### src/rtl/ysyx_22041412_pipe_chain.sv
// rtl/ysyx_22041412_pipe_chain.sv - elastic valid/ready pipeline register chain with hold, flush and counters
module ysyx_22041412_pipe_chain #(
    parameter int WIDTH = 64,
    parameter int DEPTH = 4,
    parameter int CNT_W = 32
) (
    input  logic                   clk,
    input  logic                   rst_n,
    input  logic                   in_valid,
    output logic                   in_ready,
    input  logic [WIDTH-1:0]       in_data,
    output logic                   out_valid,
    input  logic                   out_ready,
    output logic [WIDTH-1:0]       out_data,
    input  logic [DEPTH-1:0]       hold,
    input  logic                   flush,
    input  logic [DEPTH-1:0]       flush_mask,
    output logic [DEPTH-1:0]       stage_valid,
    output logic [DEPTH*WIDTH-1:0] stage_data,
    output logic [3:0]             occupancy,
    output logic [CNT_W-1:0]       bubble_cnt,
    output logic [15:0]            flush_cnt
);

    logic [DEPTH-1:0] valid_q;
    logic [WIDTH-1:0] data_q [DEPTH];
    logic [DEPTH-1:0] kill;
    logic [DEPTH-1:0] adv;
    logic [DEPTH-1:0] acc;
    logic             in_fire;
    logic [3:0]       kill_cnt;
    logic [16:0]      flush_sum;

    assign kill      = flush_mask & {DEPTH{flush}};
    assign in_ready  = acc[0];
    assign in_fire   = in_valid & acc[0];
    assign out_valid = valid_q[DEPTH-1] & ~hold[DEPTH-1] & ~kill[DEPTH-1];
    assign out_data  = data_q[DEPTH-1];
    assign stage_valid = valid_q;
    assign flush_sum = {1'b0, flush_cnt} + {13'b0, kill_cnt};

    for (genvar g = 0; g < DEPTH; g++) begin : g_stage_data
        assign stage_data[g*WIDTH +: WIDTH] = data_q[g];
    end

    // Ready ripples from the output stage back to the entry; a killed slot counts as free
    always_comb begin
        logic down_acc;
        adv      = '0;
        acc      = '0;
        down_acc = out_ready;
        for (int k = DEPTH - 1; k >= 0; k--) begin
            adv[k]   = valid_q[k] & ~hold[k] & ~kill[k] & down_acc;
            acc[k]   = ~hold[k] & (~valid_q[k] | adv[k] | kill[k]);
            down_acc = acc[k];
        end
    end

    // Occupancy and the number of entries dropped by this cycle's flush
    always_comb begin
        occupancy = '0;
        kill_cnt  = '0;
        for (int k = 0; k < DEPTH; k++) begin
            occupancy = occupancy + {3'b000, valid_q[k]};
            kill_cnt  = kill_cnt + {3'b000, valid_q[k] & kill[k]};
        end
        if (in_fire & kill[0]) begin
            kill_cnt = kill_cnt + 4'd1;
        end
    end

    // Stage valid bits and payloads; data registers move only on a transfer
    always_ff @(posedge clk or negedge rst_n) begin
        if (!rst_n) begin
            valid_q <= '0;
            for (int k = 0; k < DEPTH; k++) begin
                data_q[k] <= '0;
            end
        end else begin
            if (in_fire) begin
                valid_q[0] <= ~kill[0];
                data_q[0]  <= in_data;
            end else if (kill[0] | adv[0]) begin
                valid_q[0] <= 1'b0;
            end
            for (int k = 1; k < DEPTH; k++) begin
                if (adv[k-1]) begin
                    valid_q[k] <= 1'b1;
                    data_q[k]  <= data_q[k-1];
                end else if (adv[k] | kill[k]) begin
                    valid_q[k] <= 1'b0;
                end
            end
        end
    end

    // Saturating performance counters for output bubbles and flushed entries
    always_ff @(posedge clk or negedge rst_n) begin
        if (!rst_n) begin
            bubble_cnt <= '0;
            flush_cnt  <= '0;
        end else begin
            if (out_ready & ~out_valid & ~(&bubble_cnt)) begin
                bubble_cnt <= bubble_cnt + {{(CNT_W-1){1'b0}}, 1'b1};
            end
            if (flush) begin
                flush_cnt <= flush_sum[16] ? 16'hFFFF : flush_sum[15:0];
            end
        end
    end

endmodule

### config.mk
export PLATFORM = sky130hd
export DESIGN_NAME = ysyx_22041412_pipe_chain
export DESIGN_NICKNAME = d
export VERILOG_FILES = /design/src/rtl/ysyx_22041412_pipe_chain.sv
export SDC_FILE = /design/constraint.sdc
export NUM_CORES = 1
export LEC_CHECK = 0
export BUFFER_PORTS_ARGS = -buffer_cell sky130_fd_sc_hd__buf_2
export CAP_MARGIN = 25
export CORE_ASPECT_RATIO = 1.1
export CORE_MARGIN = 4
export CORE_UTILIZATION = 40
export CTS_CLUSTER_DIAMETER = 100
export DETAILED_ROUTE_END_ITERATION = 8
export PLACE_DENSITY = 0.64
export SYNTH_ARGS = -nofsm -noshare
export SYNTH_HDL_FRONTEND = slang
export SYNTH_SLANG_ARGS = --single-unit
### constraint.sdc
create_clock -name clk -period 6.88 [get_ports clk]
set_input_delay 0 -clock clk [delete_from_list [all_inputs] [get_ports clk]]
set_output_delay 0 -clock clk [all_outputs]
set_load 0.005 [all_outputs]
# Word level (Yosys, flattened, before mapping)
# Cells that the tools add are included.
dict set report classes {
  add_sub_neg 9
  mul 0
  div 0
  n_lt_le_gt_ge 0
  n_eq_ne 0
  shifts 0
  muxes 10
  n_bitwise 51
  reduce_logical 5
}
# operator n
set op_table {}
lappend op_table {{$add 32x1->32 const B} 1}
lappend op_table {{$reduce_and 32->1} 1}
lappend op_table {{$and 1x1->1} 24}
lappend op_table {{$add 16x4->17} 1}
lappend op_table {{$mux 16} 1}
lappend op_table {{$not 1->1} 14}
lappend op_table {{$or 1x1->1} 12}
lappend op_table {{$add 3x1->4} 2}
lappend op_table {{$mux 1} 8}
lappend op_table {{$reduce_bool 2->1} 4}
lappend op_table {{$add 2x1->3} 2}
lappend op_table {{$add 1x1->2} 2}
lappend op_table {{$add 4x1->4 const B} 1}
lappend op_table {{$and 4x4->4} 1}
lappend op_table {{$mux 4} 1}
dict set report word_totals {
  reg_bits 308
  latchBits 0
  mem_bits_rw 0
  rom_bits 0
  inputBits 77
  out_inout_bits 378
  elab_cells 85
  mem_count 0
}

# Logic depth before layout (Yosys ltp)
dict set report logic_depth {
  word_depth 24
  mapped_depth 15
  ltp_nobuf 13
}

# Least setup slack after synthesis
# No wires, ideal clock.
dict set report synth_timing {
  path_type {flip-flop to flip-flop}
  start {register valid_q[0] (netlist: stage_valid[0])}
  end {register flush_cnt[14]}
  setup_time_ns 0.125
  arrival_ns 3.418
  t_required_ns 6.755
  path_slack_ns 3.337
  path_stages_with_launch 14
  n_path_buf 0
  synth_period_minus_slack_ns 3.543
  cell_sequence {dfrtp_1 > inv_1 > nor2_1 > fa_1 > ha_1 > fa_1 > mux2_2 > inv_1 > fa_1 > nor2b_1 > o21ai_0 > a21boi_1 > nand3_1 > mux2_2}
}
dict set report synth_via {
  elab_chain_len 11
  elab_cells_between_ends 17
  classes_between {5 x add/sub; 2 x mux; 10 x bitwise}
}
# element line
set synth_lines {}
lappend synth_lines {{start, declared} 25} ;# logic [DEPTH-1:0] valid_q;
lappend synth_lines {{start signal, assigned} 81} ;# valid_q[0] <= ~kill[0];
lappend synth_lines {{branches (longest 8 deep; another with $add 3x1->4)} n/a}
lappend synth_lines {{$mux 4 *} 67} ;# if (in_fire & kill[0]) begin
lappend synth_lines {{$add 16x4->17 *} 40} ;# assign flush_sum = {1'b0, flush_cnt} + {13'b0, kill_cnt};
lappend synth_lines {{$mux 16 *} 107} ;# flush_cnt <= flush_sum[16] ? 16'hFFFF : flush_sum[15:0];
lappend synth_lines {{end signal, assigned} 107}
lappend synth_lines {{end, declared} 22} ;# output logic [15:0] flush_cnt
# Mark *: on every way between the ends.
# A chain may end at the register's enable or synchronous reset.

# Final worst setup path
# Same ends and word-level chain as after synthesis.

==> run summary <==
The highest cell delay on the worst timing path is about 0.51 ns. The detailed placement HPWL came out at about 24000 microns. The number of max-capacitance violations reported is 0. Among cell families on the critical path, the largest total delay comes from adder cells. The average size of a mapped cell came out at 14.6 sq um. TritonCTS built the clock tree. The leakage power total is 8.66 nW. Relative to the synthesized area, the layout overhead comes to 31.0%. The layout has ~2700 filler cells.

The synthesized netlist net count came out at between 900 and 1000. Input and output buffers added on the ports amount to about 450. Excluding fillers, the count of instances in the completed layout stands at 1804. The final-report setup violation count came out at 0. The buffer levels on the longest clock path is 3.

Setup repair after global routing left no endpoint under its margin. The clock sink count is roughly 310. The number of global-route vias before repair is between 9000 and 10000. The count of antenna-violating nets left after detailed routing came out at 0. The post-cts sizing count came out at 0. In this run the worst path has a maximum fanout of 7. The final routed wirelength across all metal layers is 34300 microns. The last weighted congestion value of the routability-driven placer is 0.846. The largest vdd supply drop is 0.230 mV. The buffers plus inverters on the worst setup path came out at 2. The shortest period the worst path allows came out at roughly 3.9 ns.

The total power is 6.15 mW. The checks that failed: hold timing. The worst setup path is launched from a register. The length of the first detailed-routing pass in iterations came out at 4. The aggregate global routing overflow came out at 0. The transition time of the tightest slew-check pin is 0.995 ns. The cell area that synthesis handed to floorplanning was between 10000 and 15000 sq um. The pin count of the biggest net entering global routing is between 150 and 200. The count of vias placed by the detailed router is ~8800. The number of cells in the design after placement came out at about 1700. The run finished, with violations left.

The clock edge transition at the registers on the reported setup and hold paths is 0.06 ns. The vias per cell came out at ~4.9. The tightest hold path in the finished design has a slack of -0.00741 ns. The clock root buffer master is clkbuf_16.

The global-route usage over all layers is 0.186. The cell count after synthesis came out at 881. The floorplan has 68 rows.

The total count of hold-check failures in the final report came out at 3. The average wire length per cell after detail routing is between 15 and 20 microns. Headroom to the max-slew limit came out at 0.337. The part of the cycle the worst path needs came out at 0.565.

For the worst-skew pair, the clock arrives at the later sink with an insertion delay of between 0.5 and 0.6 ns. The data required time at the worst endpoint came out at ~7.3 ns. The core footprint is between 30000 and 40000 sq um. The cell repeated most along the worst path is fa_1. The critical path goes through inv_1 -> nor2_1 -> fa_1 -> ha_1 -> fa_1 -> mux2_2 -> inv_1 -> fa_1 -> nor2b_1 -> o21ai_0 -> a21boi_1 -> nand3_1 -> mux2_2. The DRC violations left is 0.

The number of ports placed on the die boundary is ~460. The final max-slew violation count is 0. The category of the most critical setup path is reg -> reg. The number of distinct library cell variants in the gate-level netlist after synthesis came out at 49. Clock tree synthesis inserted a total of 31 buffers. The number of synthesis warnings came out at 0. In this run the power density over the cells is approximately 360 nW/um^2. The proportion of synthesized chip area in sequential cells is 0.598. From bottom edge to top edge, the die measures approximately 200 microns. The slowest stage of the critical path belongs to the cell a21boi_1.

The highest achievable clock rate came out at approximately 260 MHz. For this run, the post-layout net count is 1450. The endpoint type of the worst setup path is a register. The flip-flop and latch count after synthesis came out at a little over 300. The maximum clock skew at final layout came out at about 0.013 ns.

The die boundary width came out at ~180 microns. In the final layout, the share of cells above drive strength 1 is 0.564. The H-tree depth came out at 1. The arrival time at the worst endpoint is between 4 and 5 ns. The tightest min-delay check is of the in -> async type.

The wire length of the first global-routing pass came out at 52300 microns. The number of DRC violations after detailed-routing iteration 0 is around 340. The final-layout setup total negative slack is 0 ns.

The number of antenna violations at the first check in global routing is 0. The antenna cell count is 0. The effective utilization at floorplan came out at 0.408. The die outline area is approximately 35000 sq um.
## final cells by class
type / instances / area, sq um / area share
timing repair buffer: 539 / 3150 / 0.187
inverter: 14 / 52.6 / 0.00311
clock inverter: 9 / 78.8 / 0.00467
tap: 420 / 526 / 0.0311
multi-input combinational: 466 / 4430 / 0.262
clock buffer: 48 / 940 / 0.0556
sequential: 308 / 7710 / 0.456
## metrics by stage
stage | hold WS [ns] | cell area (sq um) | setup WS, ns | util
after detailed placement | 0.0163 | 15100 | 3.01 | 0.477
final | -0.00741 | 16900 | 2.99 | 0.535
after CTS | 0.000654 | 16900 | 2.97 | 0.534
after floorplan | -0.296 | 12900 | 3.34 | -
after global placement | 0.0125 | 15100 | 3.12 | 0.477
after global routing | 0.0387 | 16900 | 2.61 | 0.535
## power by group
group | internal [mW] | switching (mW) | total, mW | leakage (nW)
clock | 0.972 | 0.701 | 1.67 | 0.501
sequential | 2.37 | 0.467 | 2.84 | 3.92
combinational | 0.939 | 0.698 | 1.64 | 4.24
total | 4.28 | 1.87 | 6.15 | 8.66
## state kept, by name (all words and copies together), names as in the netlist
name / flops
bubble_cnt: 32
flush_cnt: 16
out_data: 64
stage_data: 192
stage_valid: 4
## cell families (layout without fill, tap and decap cells)
logic type | Yosys count | in the layout | synth area share
DFF | 308 | 308 | 0.598
muxes | 263 | 263 | 0.230
and+or+nand+nor | 114 | 114 | 0.0478
buffers and inverters | 107 | 610 | 0.0590
xor gates and xnor gates | 38 | 38 | 0.0258
AOI/OAI and AO/OA | 37 | 37 | 0.0243
adders and majority gates | 13 | 13 | 0.0150
other | 1 | 1 | 0.000291
## Yosys cell counts (all sizes together)
cell,count,area [sq um]
and4bb,1,12.5
o211ai,1,7.51
dfrtp,308,7710
o22a,4,35.0
and2,7,45.1
buf,89,693
and3,9,57.6
clkbuf,4,15.0
nor3,2,10.0
o21bai,2,18.8
a41oi,3,33.8
nor4b,1,15.0
nand2,33,124
or4,1,7.51
nand2b,2,12.5
nor2,12,45.0
ha,9,113
a211o,1,8.76
xnor2,29,254
a21boi,2,15.0
a21bo,3,36.3
nand3,20,100
mux2,263,2960
a21oi,8,55.1
fa,4,80.1
o2bb2ai,1,8.76
o32ai,1,8.76
a31oi,6,52.6
xor2,9,78.8
nand4,15,93.8
and4,8,73.8
inv,14,52.6
o2111ai,2,17.5
nor2b,3,18.8
o21ai,3,15.0
conb,1,3.75
## layout by cell type, fill, tap and decap left out, drive strengths merged, types with 3 or more instances in the layout
cell type / n
a31oi: 6
mux2: 263
nand4: 15
a41oi: 3
o21ai: 3
and2: 7
inv: 15
clkinv: 5
a21bo: 3
a21oi: 8
buf: 460
fa: 4
clkbuf: 48
xor2: 9
ha: 9
xnor2: 29
and4: 8
nand2: 33
and3: 9
dlygate4sd3: 79
nor2: 12
nor2b: 3
nand3: 20
o22a: 4
dfrtp: 308
## worst paths after layout
check                      slack, ns             end           start  cells past startpoint
max                             2.99   flush_cnt[14]  stage_valid[0]                     13
min                           -0.007    out_data[50]           rst_n                      2
max in group asynchronous       5.48  stage_data[96]           rst_n                      3
min reg2reg                     0.48   bubble_cnt[5]   bubble_cnt[5]                      1
max reg2reg                     2.99   flush_cnt[14]  stage_valid[0]                     13
min in group clk                0.14  bubble_cnt[27]         hold[3]                      5
## worst register-to-register path, cell delays in order (launching register included)
cell	delay, ns
dfrtp_1	0.40
inv_1	0.11
nor2_1	0.07
fa_1	0.47
ha_1	0.36
fa_1	0.49
mux2_2	0.16
inv_1	0.06
fa_1	0.43
nor2b_1	0.12
o21ai_0	0.13
a21boi_1	0.51
nand3_1	0.16
mux2_2	0.30
## metal layers
layer  GRT usage  share of wire  up-vias
met5           0              0        -
met2       0.339           0.52      297
met1       0.219           0.39     4470
met3      0.0418          0.068       53
li1            -              -     4011
met4      0.0505          0.023        0
## timing repair
| item | 4_1_cts | 5_1_grt |
|---|---|---|
| endpoints found under the hold margin | 157 | 0 |
| hold buffers | 79 | 0 |
| buffers inserted | 0 | 0 |
(Power assumes the default switching activity.)
